$ cat config.mk
export PLATFORM = sky130hd
export DESIGN_NAME = shift_add_scaler
export DESIGN_NICKNAME = d
export VERILOG_FILES = /design/src/rtl/shift_add_scaler.sv
export SDC_FILE = /design/constraint.sdc
export NUM_CORES = 1
export LEC_CHECK = 0
export BUFFER_PORTS_ARGS = -buffer_cell sky130_fd_sc_hd__buf_2
export CAP_MARGIN = 20
export CELL_PAD_IN_SITES_DETAIL_PLACEMENT = 1
export CELL_PAD_IN_SITES_GLOBAL_PLACEMENT = 2
export CORE_MARGIN = 2
export CORE_UTILIZATION = 35
export DETAILED_ROUTE_END_ITERATION = 8
export PLACE_DENSITY_LB_ADDON = 0.1
export SETUP_SLACK_MARGIN = 0.1
export SKIP_LAST_GASP = 1
export SLEW_MARGIN = 20
export SYNTH_ARGS = -nofsm -noshare
export SYNTH_HDL_FRONTEND = slang
export SYNTH_SLANG_ARGS = --single-unit
$ cat constraint.sdc
create_clock -name clk -period 4.68 [get_ports clk]
set_clock_uncertainty 0.1 [all_clocks]
set_input_delay 0.468 -clock clk [delete_from_list [all_inputs] [get_ports clk]]
set_output_delay 0.468 -clock clk [all_outputs]
set_load 0.005 [all_outputs]
$ cat src/rtl/shift_add_scaler.sv
// -----------------------------------------------------------------------------
// shift_add_scaler
//
// Sequential shift-add constant scaler. For an accepted unsigned sample x it
// computes y = sum over s with K_MASK[s]=1 of (x >> s), one shift position per
// clock. Each term is truncated on its own before it is added. A per-sample
// bypass flag passes x through unchanged.
//
// Parameters
//   W       data width (W >= 4)
//   K_MASK  W-bit shift mask; bit s set adds (x >> s)
//   SAT     0: sum bit W is presented on out_hi
//           1: results with sum bit W set saturate to all-ones and raise out_ovf
//
// Ports
//   clk        rising-edge clock
//   rst        synchronous reset, active high
//   in_valid   input sample valid
//   in_ready   block can accept a sample (high only when idle)
//   in_bypass  1: pass in_data through unscaled
//   in_data    unsigned input x (W bits)
//   out_valid  result valid, held until out_ready
//   out_ready  downstream accepts the result
//   out_hi     bypass ? 1 : (SAT ? 0 : sum bit W)
//   out_data   result low W bits, or the saturated value
//   out_ovf    SAT=1 only: sum bit W was set
//   busy       block is not idle
//
// Timing: the accept cycle is followed by W RUN cycles (s = 0..W-1) and the
// result is presented in the next cycle, so out_valid rises W+1 cycles after
// accept. Bypass samples skip RUN and present one cycle after accept.
// -----------------------------------------------------------------------------
module shift_add_scaler #(
    parameter int           W      = 30,
    parameter logic [W-1:0] K_MASK = 30'h3E543D21,
    parameter bit           SAT    = 1'b0
) (
    input  logic         clk,
    input  logic         rst,
    input  logic         in_valid,
    output logic         in_ready,
    input  logic         in_bypass,
    input  logic [W-1:0] in_data,
    output logic         out_valid,
    input  logic         out_ready,
    output logic         out_hi,
    output logic [W-1:0] out_data,
    output logic         out_ovf,
    output logic         busy
);

    localparam int              SW     = $clog2(W);
    localparam logic [SW-1:0]   S_LAST = SW'(W - 1);
    localparam logic [SW-1:0]   S_ONE  = SW'(1);

    typedef enum logic [1:0] {
        ST_IDLE = 2'd0,
        ST_RUN  = 2'd1,
        ST_DONE = 2'd2
    } state_t;

    state_t         state_r;
    state_t         state_nxt_s;
    logic [W-1:0]   x_r;
    logic [W:0]     acc_r;
    logic [SW-1:0]  s_r;
    logic           out_valid_r;
    logic           out_hi_r;
    logic [W-1:0]   out_data_r;
    logic           out_ovf_r;

    logic           accept_s;
    logic           run_last_s;
    logic [W:0]     term_s;
    logic [W:0]     acc_sum_s;
    logic [W+1:0]   result_s;

    // Formats a final sum as {ovf, hi, data} according to the overflow mode.
    function automatic logic [W+1:0] fmt_result(input logic [W:0] acc);
        logic [W+1:0] r;
        if (SAT) begin
            if (acc[W]) begin
                r = {1'b1, 1'b0, {W{1'b1}}};
            end else begin
                r = {1'b0, 1'b0, acc[W-1:0]};
            end
        end else begin
            r = {1'b0, acc[W], acc[W-1:0]};
        end
        return r;
    endfunction

    // Current shift term and running sum; the sum is W+1 bits and cannot wrap
    // because the terms add up to less than 2x.
    always_comb begin
        term_s = {(W + 1){1'b0}};
        if (K_MASK[s_r]) begin
            term_s = {1'b0, (x_r >> s_r)};
        end else begin
            term_s = {(W + 1){1'b0}};
        end
        acc_sum_s = acc_r + term_s;
        result_s  = fmt_result(acc_sum_s);
    end

    // Next-state logic and handshake decode.
    always_comb begin
        state_nxt_s = state_r;
        accept_s    = 1'b0;
        run_last_s  = 1'b0;
        case (state_r)
            ST_IDLE: begin
                if (in_valid) begin
                    accept_s    = 1'b1;
                    state_nxt_s = in_bypass ? ST_DONE : ST_RUN;
                end else begin
                    state_nxt_s = ST_IDLE;
                end
            end
            ST_RUN: begin
                if (s_r == S_LAST) begin
                    run_last_s  = 1'b1;
                    state_nxt_s = ST_DONE;
                end else begin
                    state_nxt_s = ST_RUN;
                end
            end
            ST_DONE: begin
                if (out_ready) begin
                    state_nxt_s = ST_IDLE;
                end else begin
                    state_nxt_s = ST_DONE;
                end
            end
            default: begin
                state_nxt_s = ST_IDLE;
            end
        endcase
    end

    // State register.
    always_ff @(posedge clk) begin
        if (rst) begin
            state_r <= ST_IDLE;
        end else begin
            state_r <= state_nxt_s;
        end
    end

    // Sample capture, accumulation and result registers. Result registers only
    // load on accept (bypass) or on the last RUN step, so they stay frozen while
    // DONE waits for out_ready and keep the last value once back in IDLE.
    always_ff @(posedge clk) begin
        if (rst) begin
            x_r         <= {W{1'b0}};
            acc_r       <= {(W + 1){1'b0}};
            s_r         <= {SW{1'b0}};
            out_valid_r <= 1'b0;
            out_hi_r    <= 1'b0;
            out_data_r  <= {W{1'b0}};
            out_ovf_r   <= 1'b0;
        end else if (accept_s) begin
            x_r   <= in_data;
            acc_r <= {(W + 1){1'b0}};
            s_r   <= {SW{1'b0}};
            if (in_bypass) begin
                out_valid_r <= 1'b1;
                out_hi_r    <= 1'b1;
                out_data_r  <= in_data;
                out_ovf_r   <= 1'b0;
            end
        end else if (state_r == ST_RUN) begin
            acc_r <= acc_sum_s;
            s_r   <= s_r + S_ONE;
            if (run_last_s) begin
                out_valid_r <= 1'b1;
                out_ovf_r   <= result_s[W+1];
                out_hi_r    <= result_s[W];
                out_data_r  <= result_s[W-1:0];
            end
        end else if ((state_r == ST_DONE) && out_ready) begin
            out_valid_r <= 1'b0;
        end
    end

    assign in_ready  = (state_r == ST_IDLE);
    assign busy      = (state_r != ST_IDLE);
    assign out_valid = out_valid_r;
    assign out_hi    = out_hi_r;
    assign out_data  = out_data_r;
    assign out_ovf   = out_ovf_r;

endmodule

==> results.toml, run 1 <==
[timing]
rsz0062_at_grt = "true"
max_freq_mhz = 229
slew-limit-headroom_pct = 31.8
hold_violations = 0
slew_viol_final = 0
setup_viol = 0
tns_ns = 0
worst_slew_pin_slew_ns = 1.02
period_share_pct = 93.2
final.min_clock_period_ns = 4.36

[synthesis]
yosys_warnings = 0
synth_xor_area_share_pct = 4.00
synthSimpleGateAreaFrac_pct = 20.4
ys.flop_type = "dfxtp_1"
synth_top_family_by_area = "compound AO/OA/AOI/OAI gates"
synth-edff-count = 0
syn_inst = 878
synth-async-reset-ratio_pct = 0
synth_cell_types = 65
ys_ff_latch = 101
synthAdderAreaFrac_pct = 6.20
synth-compound-area-share_pct = 24.6
syn_area_um2 = 6780
yosysSeqAreaShare_pct = 29.8
postSynthAreaPerCell_um2 = 7.72
synth_fp_nets = 946
post_synth_mux_area_share_pct = 10.0

[clock_tree]
cts_sinks = 101
clkTransAtPathRegs_ns = 0.08
clkLatencyLatePin_ns = 0.37
cts-root-buf = "clkbuf_16"
cts.htree.levels = 3
hold_buffers = 0
cts_made_buffers = 9
clockBufferDepth = 2
cts_tree = "built"

[worst_setup_path]
cp_top_family = "compound AO/OA/AOI/OAI gates"
crit_fanout = 35
crit_path_end_kind = "register"
slowest_stage = "mux4_2"
critPathLaunchType = "register"
reg2reg_to = "out_data[26]"
rrSetupSlack_ns = 0.32
r2r-start = "s_r[0]"
crit_cells = 18
slowest_delay_ns = 0.54
cp.arrival_ns = 4.51
crit_required_ns = 4.83
path_class = "reg -> reg"
critPathCapture = "out_data[26]"
path_cells = "buf_12, mux4_2, mux4_2, mux2i_1, nor2b_1, ha_1, inv_1, fa_2, nor2b_4, o2111ai_4, a31oi_2, o21ai_2, a31oi_4, o21bai_4, nand2b_1, a31oi_2, xor2_2, o21ai_1"
crit_path_start = "s_r[0]"
rr_worst_depth = 18
critPathBufInv = 2

[power]
ir_worst_vdd_mv = 0.152
cell_internal_pwr_w = 0.00145
p_sw_w = 0.000728
power_frac_seq_pct = 43.1
p_per_area_nw_per_um2 = 279
pwr-share-comb_pct = 21.8
pwr-share-clk_pct = 35.1
swShare_pct = 33.4
leakagePower_nw = 3.09

[grt]
grt_pass1_wl_um = 37800
antenna_found_initial = 0
grt_max_degree = 53
grt_pass1_vias = 6617
overflow = 0
track_usage_pct = 24.4

[routing]
wl_per_cell_um = 21.0
ant_nets = 0
drtPass1Iterations = 4
wl_um = 25000
vias_per_cell = 5.52
dr_total_vias = 6568
drc = 0
drtIter0Drc = 295

[floorplan]
initial_core_util_pct = 36.0
die_h_um = 143
ioPinCount = 70
die_x_um = 143
die-area_um2 = 20500
rows = 50
core_area_um2 = 18800

[layout]
layout-drive-gt1-share_pct = 17.7
regArea_um2 = 2030
syn_to_final_growth_pct = 15.1
fillers = 2314
instances_no_fill = 1190
num_antenna_cells = 0
multiInputGateArea_um2 = 4500
fin_nets = 993

[placed_design]
dp_cells = 1169
dp_hpwl_um = 19200
numPortBuffers = 68
place.gp.congestion = 0.929

[worst_hold_path]
hp-class = "in -> reg"

[flow_run]
cap_violations = 0

[status]
outcome = "complete, no violations"
[area by class of cell]
cell class                      count  share of cell area (%)
Clock inverter                      7                   0.866
Inverter                           18                   0.866
Timing Repair Buffer               93                    7.54
Clock buffer                        9                    2.89
Multi-Input combinational cell    702                    57.7
Tap cell                          260                    4.17
Sequential cell                   101                    26.0
[state kept, by name, summed over array words and instances (netlist names), named ones only]
name	flops
acc_r	31
out_data	30
x_r	30
s_r	5
state_r	2
out_hi	1
out_valid	1
[layout by cell type (no fill, tap or decap), drive strengths merged, types with 13 or more instances in the layout]
cell	n
nand2	169
nand3	14
inv	22
o21ai	57
buf	91
mux2i	16
a211oi	15
dfxtp	101
nor3	16
nor2	85
a21oi	98
ha	32
a21o	14
and2	13
mux4	19
xnor2	20
a31oi	23
[cells by family (layout without fill, tap and decap cells)]
kind of cell	after synthesis	count (layout)
fa+ha+maj	33	33
other cells	1	1
flops	101	101
buf+inv	75	127
mux	43	43
compound gates	268	268
xor+xnor	31	31
simple gates	326	326
[cells in the mapped netlist (3+ instances only)]
| library cell | instances | area share (%) |
|---|---|---|
| mux2_2 | 7 | 1.2 |
| nand4_1 | 6 | 0.55 |
| o21bai_1 | 7 | 0.77 |
| o22a_1 | 3 | 0.39 |
| and2_1 | 12 | 1.1 |
| a21oi_1 | 96 | 7.1 |
| dfxtp_1 | 101 | 30 |
| nor2_1 | 85 | 4.7 |
| mux2i_1 | 16 | 2.4 |
| o211ai_1 | 9 | 1.0 |
| mux4_2 | 19 | 6.3 |
| o32ai_1 | 3 | 0.39 |
| a31oi_1 | 21 | 1.9 |
| clkbuf_8 | 4 | 0.81 |
| inv_1 | 15 | 0.83 |
| nor2b_1 | 8 | 0.74 |
| and3_1 | 3 | 0.28 |
| o22ai_1 | 10 | 0.92 |
| nand2b_1 | 4 | 0.37 |
| a221oi_1 | 4 | 0.52 |
| nand3_1 | 14 | 1.0 |
| xnor2_1 | 20 | 2.6 |
| o21ai_0 | 47 | 3.5 |
| a211oi_1 | 13 | 1.4 |
| o21a_1 | 7 | 0.77 |
| nor3_1 | 16 | 1.2 |
| ha_1 | 32 | 5.9 |
| clkbuf_1 | 38 | 2.1 |
| nand2_1 | 169 | 9.4 |
| o21ai_1 | 9 | 0.66 |
| inv_2 | 3 | 0.17 |
| a21o_1 | 13 | 1.4 |
| buf_2 | 7 | 0.52 |
| buf_1 | 6 | 0.33 |
| xor2_1 | 11 | 1.4 |
[per-stage QoR]
stage	power [W]	hold slack (ns)	worst slack (ns)	utilization (%)	cell area (um^2)
after detailed placement	0.00143	0.354	0.242	39.1	7360
after floorplan	0.00125	0.333	0.496	-	6780
final	0.00218	0.258	0.319	41.4	7800
after global placement	0.00142	0.343	0.223	39.1	7360
after CTS	0.00220	0.252	0.175	40.7	7660
after global routing	0.00228	0.267	0.0857	41.4	7800
[tightest hold or removal path, stage by stage]
cell and delay [ns]:
buf_2 0.10, nand2_1 0.05, a21oi_1 0.05
[power by group through the flow]
stage	clock, W	combinational, W	sequential (W)
final	0.000764	0.000475	0.000940
after global routing	0.000812	0.000520	0.000946
after CTS	0.000782	0.000474	0.000940
after detailed placement	0	0.000472	0.000960
after global placement	0	0.000465	0.000958
after floorplan	0	0.000301	0.000948
[worst min path at each step]
stage / from / to / slack, ns / cells past startpoint
floorplan: x_r[0] / x_r[0] / 0.33 / 2
finish: in_data[1] / x_r[1] / 0.26 / 3
global route: in_data[1] / x_r[1] / 0.27 / 3
global placement: out_data[7] / out_data[7] / 0.34 / 2
detailed placement: out_data[7] / out_data[7] / 0.35 / 2
CTS: in_data[24] / x_r[24] / 0.25 / 3
[routing by layer]
| layer | part of all wire [%] | GRT usage [%] | vias to the layer above | routed length [um] |
|---|---|---|---|---|
| li1 | - | - | 3214 | - |
| met1 | 46 | 31.3 | 3237 | 11400 |
| met2 | 49 | 41.7 | 91 | 12100 |
| met3 | 2.6 | 3.35 | 26 | 650 |
| met4 | 2.9 | 8.70 | 0 | 734 |
| met5 | 0 | 0 | - | 0 |
[repair_timing]
action,in CTS,in global routing
buffers inserted,0,3
gates resized for setup,0,12
setup endpoints to repair,0,14
hold endpoints to repair,0,0
(Power assumes the default switching activity.)
==> run 2: changes to the inputs <==
--- a/config.mk
+++ b/config.mk
@@ -10,7 +10,8 @@
 export CELL_PAD_IN_SITES_DETAIL_PLACEMENT = 1
 export CELL_PAD_IN_SITES_GLOBAL_PLACEMENT = 2
 export CORE_MARGIN = 2
-export CORE_UTILIZATION = 35
+export CORE_UTILIZATION = 36
+export CTS_BUF_LIST = sky130_fd_sc_hd__clkbuf_4 sky130_fd_sc_hd__clkbuf_8
 export DETAILED_ROUTE_END_ITERATION = 8
 export PLACE_DENSITY_LB_ADDON = 0.1
 export SETUP_SLACK_MARGIN = 0.1
==> run 2 against run 1 <==
Against the previous run: clock power decreased by 18%; via count up 0.27%; combinational power about the same; hold slack worse by 0.042 ns; final area is 1.3% lower; count of clock-buffer cells in the layout increased by 1; first-iteration DRC count rose by 6.1%; global-route usage rose by 0.80 points; fmax is 0.54% lower; critical endpoint is now out_data[24]; wire length is 0.32% lower.
==> results.toml, run 2 (same netlist as run 1, synthesis figures left out) <==
[power]
ir_worst_vdd_mv = 0.196
p_per_area_nw_per_um2 = 265
power_frac_seq_pct = 46.0
leakagePower_nw = 3.07
pwr-share-comb_pct = 23.3
swShare_pct = 33.9
p_sw_w = 0.000692
cell_internal_pwr_w = 0.00135
pwr-share-clk_pct = 30.7

[floorplan]
core_area_um2 = 18600
die-area_um2 = 20000
rows = 50
die_h_um = 141
ioPinCount = 70
initial_core_util_pct = 36.5
die_x_um = 141

[timing]
max_freq_mhz = 228
setup_viol = 0
slew_viol_final = 0
final.min_clock_period_ns = 4.38
hold_violations = 0
tns_ns = 0
slew-limit-headroom_pct = 39.9
worst_slew_pin_slew_ns = 0.899
rsz0062_at_grt = "true"
period_share_pct = 93.7
setup_ws_ns = 0.295

[clock_tree]
clockBufferDepth = 2
cts_sinks = 101
clkTransAtPathRegs_ns = 0.11
cts.htree.levels = 3
hold_buffers = 0
cts_made_buffers = 9
cts_tree = "built"
clkLatencyLatePin_ns = 0.40
cts-root-buf = "clkbuf_8"

[routing]
ant_nets = 0
drtPass1Iterations = 4
vias_per_cell = 5.66
drtIter0Drc = 313
wl_per_cell_um = 21.4
drc = 0
wl_um = 24900
dr_total_vias = 6586

[worst_hold_path]
hp-start = "in_data[24]"
hp-class = "in -> reg"

[grt]
grt_pass1_wl_um = 38800
gr-usage-met3_pct = 3.44
antenna_found_initial = 0
use_met2_pct = 44.7
grt_pass1_vias = 6838
grt_max_degree = 53
overflow = 0
grt_busiest_layer = "met2"
grtUsageMet1_pct = 32.0
track_usage_pct = 25.2

[layout]
layout-drive-gt1-share_pct = 18.5
largest_reg_flops = 31
regArea_um2 = 2030
instances_no_fill = 1164
syn_to_final_growth_pct = 13.5
num_antenna_cells = 0
final_cell_mix = "168 x nand2_1, 99 x dfxtp_1, 93 x a21oi_1"
fillers = 2304
layout.cells.most_common = "nand2_1"
regMostFlops = "acc_r"
fin_nets = 993
multiInputGateArea_um2 = 4520

[placed_design]
dp_hpwl_um = 19300
numPortBuffers = 68
place.gp.congestion = 0.976
pre_cts_slack_ns = 0.139
dp_cells = 1145

[status]
outcome = "complete, no violations"

[worst_setup_path]
cp.arrival_ns = 4.61
r2r-start = "s_r[0]"
crit_fanout = 18
path_class = "reg -> reg"
critPathLaunchType = "register"
crit_path_end_kind = "register"
crit_required_ns = 4.90
crit_path_start = "s_r[0]"

[flow_run]
cap_violations = 0
run 2: cell types whose count changed in the layout (fill, tap and decap cells not counted), sizes merged:
cell | before | now
inv | 22 | 20
bufinv | 0 | 1
buf | 91 | 92
run 2: routing by layer:
metal / up-vias / wire length [um]
met5: - / 0
met3: 27 / 819
met1: 3230 / 11200
li1: 3212 / -
met2: 117 / 12400
met4: 0 / 532
run 2: path summary, 6_finish.rpt:
kind,slack (ns),cells after the start,to
max,0.30,20,out_data[24]
min,0.22,3,x_r[24]
max reg2reg,0.30,20,out_data[24]
min reg2reg,0.37,2,acc_r[28]
run 2: area by class of cell:
cell class	count	share of cell area, %
clock buffer	10	1.79
clock inverter	6	1.02
inverter	18	0.878
multi-input combinational	702	58.8
sequential	101	26.3
tap	234	3.80
timing repair buffer	93	7.41
run 2: critical path, stage by stage (launching register included):
cell and delay (ns):
dfxtp_2 0.37, buf_12 0.17, mux4_2 0.39, nand2_1 0.08
and3_1 0.21, a21oi_2 0.12, mux2i_1 0.08, nor2b_1 0.13
ha_2 0.22, inv_1 0.06, fa_1 0.44, nor2b_4 0.17
o2111ai_2 0.14, a31oi_2 0.26, o21ai_2 0.11, a31oi_4 0.27
o21bai_4 0.11, a21oi_1 0.17, xor2_1 0.40, nand2_1 0.10
a31oi_1 0.19
run 2: through the flow:
stage	instance area, um^2	utilization (%)	hold WS, ns	total power [W]
floorplan	6780	-	0.333	0.00125
global placement	7350	39.5	0.342	0.00142
detailed placement	7350	39.5	0.348	0.00143
CTS	7570	40.7	0.203	0.00207
global route	7700	41.4	0.204	0.00215
finish	7700	41.4	0.216	0.00204
run 2: repair_timing:
item / in CTS / in global routing
setup endpoints to repair: 2 / 25
setup buffers: 0 / 2
resized for setup: 1 / 17
gates cloned: 0 / 1
hold endpoints to repair: 0 / 0
pin swaps: 0 / 3
run 2: power by group through the flow:
stage / Combinational [W] / Clock [W] / Sequential (W)
6_report: 0.000475 / 0.000627 / 0.000941
5_1_grt: 0.000524 / 0.000681 / 0.000947
4_1_cts: 0.000474 / 0.000655 / 0.000941
3_5_place_dp: 0.000470 / 0 / 0.000960
3_3_place_gp: 0.000464 / 0 / 0.000957
2_1_floorplan: 0.000301 / 0 / 0.000948
==> run 3: changes to the inputs <==
--- a/config.mk
+++ b/config.mk
@@ -13,6 +13,7 @@
 export CORE_UTILIZATION = 36
 export CTS_BUF_LIST = sky130_fd_sc_hd__clkbuf_4 sky130_fd_sc_hd__clkbuf_8
 export DETAILED_ROUTE_END_ITERATION = 8
+export GPL_TIMING_DRIVEN = 0
 export PLACE_DENSITY_LB_ADDON = 0.1
 export SETUP_SLACK_MARGIN = 0.1
 export SKIP_LAST_GASP = 1
==> run 3 against run 2 <==
Against the previous run: largest power group unchanged; register-to-register slack worse by 0.07 ns; critical path type unchanged; sequential power about the same; clock power about the same.
==> results.toml, run 3 (same netlist as run 1, synthesis figures left out) <==
[routing]
drtIter0Drc = 301
drtPass1Iterations = 4
ant_nets = 0
wl_um = 26300
wl_per_cell_um = 21.8
dr_wl_met2_um = 12800
met3WireLength_um = 683
dr_total_vias = 6838
met1_length_um = 12000
vias_per_cell = 5.65
top_layer = "met4"
drc = 0

[layout]
fin_nets = 1040
syn_to_final_growth_pct = 19.8
fin_util_pct = 43.7
layout.cells.most_common = "nand2_1"
regMostFlops = "acc_r"
num_antenna_cells = 0
final_cell_mix = "168 x nand2_1, 99 x dfxtp_1, 86 x a21oi_1"
layout-drive-gt1-share_pct = 21.3
instances_no_fill = 1211
largest_reg_flops = 31

[placed_design]
place.gp.congestion = 0.903
numPortBuffers = 67
dp_cells = 1179
dp_hpwl_um = 20900

[worst_setup_path]
critPathLaunchType = "register"
cp.arrival_ns = 4.64
path_class = "reg -> reg"
crit_path_end_kind = "register"
crit_fanout = 7
crit_required_ns = 4.86

[status]
outcome = "complete, no violations"

[timing]
slew_viol_final = 0
setup_viol = 0
rsz0062_at_grt = "true"
worst_slew_pin_slew_ns = 0.685
hold_violations = 0
max_freq_mhz = 224
final.min_clock_period_ns = 4.46
period_share_pct = 95.2
slew-limit-headroom_pct = 54.3
fin_hold_ws_ns = 0.210

[floorplan]
core_area_um2 = 18600
die_x_um = 141
die-area_um2 = 20000
rows = 50
ioPinCount = 70
initial_core_util_pct = 36.5
die_h_um = 141

[clock_tree]
cts-root-buf = "clkbuf_8"
cts_made_buffers = 9
clkLatencyLatePin_ns = 0.41
clkTransAtPathRegs_ns = 0.12
clockBufferDepth = 2
cts_sinks = 101
cts_tree = "built"
cts.htree.levels = 3

[grt]
antenna_found_initial = 0
grt_pass1_wl_um = 40200
grt_pass1_vias = 6990
grt_max_degree = 19
overflow = 0
track_usage_pct = 26.4

[worst_hold_path]
hp-class = "in -> reg"

[power]
ir_worst_vdd_mv = 0.128
leakagePower_nw = 3.18
p_per_area_nw_per_um2 = 258
finalPower_w = 0.00210

[flow_run]
cap_violations = 0
## run 3: area by class of cell
cell class / count / area, um^2
inverter: 18 / 71.3
buffer: 57 / 340
timing repair buffer: 83 / 473
clock buffer: 10 / 131
fill: 2299 / 10500
tap: 234 / 293
sequential: 101 / 2030
clock inverter: 6 / 80.1
multi-input combinational: 702 / 4710
## run 3: routing by layer
layer	global-route usage (%)	vias up
li1	-	3292
met4	10.4	0
met5	0	-
met1	34.8	3389
met3	2.33	39
met2	44.8	118
## run 3: path summary, 6_finish.rpt
kind	startpoint	end	slack, ns	cells after the start
setup / recovery	s_r[0]	out_data[27]	0.22	18
hold / removal	in_data[13]	x_r[13]	0.21	3
setup reg to reg	s_r[0]	out_data[27]	0.22	18
hold reg to reg	out_data[1]	out_data[1]	0.37	2
## run 3: power by group
group | internal (W) | total (W) | switching (W)
clock network | 0.000263 | 0.000627 | 0.000364
logic | 0.000200 | 0.000529 | 0.000329
registers | 0.000902 | 0.000941 | 0.0000389
total | 0.00137 | 0.00210 | 0.000732
## run 3: timing repair
| item | in CTS | in global routing |
|---|---|---|
| endpoints found under the setup margin | 42 | 32 |
| pin swaps | 8 | 23 |
| gates resized for setup | 42 | 43 |
| hold buffers | 0 | 0 |
| setup buffers | 5 | 10 |
| gates cloned | 0 | 1 |
## run 3: worst max-delay path, stage by stage (launching register included)
cell      delay, ns
dfxtp_4        0.39
buf_8          0.14
buf_12         0.12
mux4_2         0.50
mux4_2         0.52
mux2i_4        0.17
nor2b_2        0.07
ha_2           0.19
buf_4          0.14
a211oi_2       0.22
o21bai_1       0.13
a211o_1        0.40
o211ai_4       0.32
a21oi_4        0.14
nor4_4         0.20
o21bai_1       0.14
xnor2_1        0.22
buf_4          0.15
o22ai_1        0.05
## run 3: metrics by stage
step / setup TNS [ns] / setup WS [ns] / instance area [um^2]
after global placement: -6.82 / -0.494 / 7410
after floorplan: 0 / 0.496 / 6780
after global routing: -0.0186 / -0.0146 / 8120
after CTS: 0 / 0.100 / 7840
after detailed placement: -11.10 / -0.659 / 7410
final: 0 / 0.224 / 8120
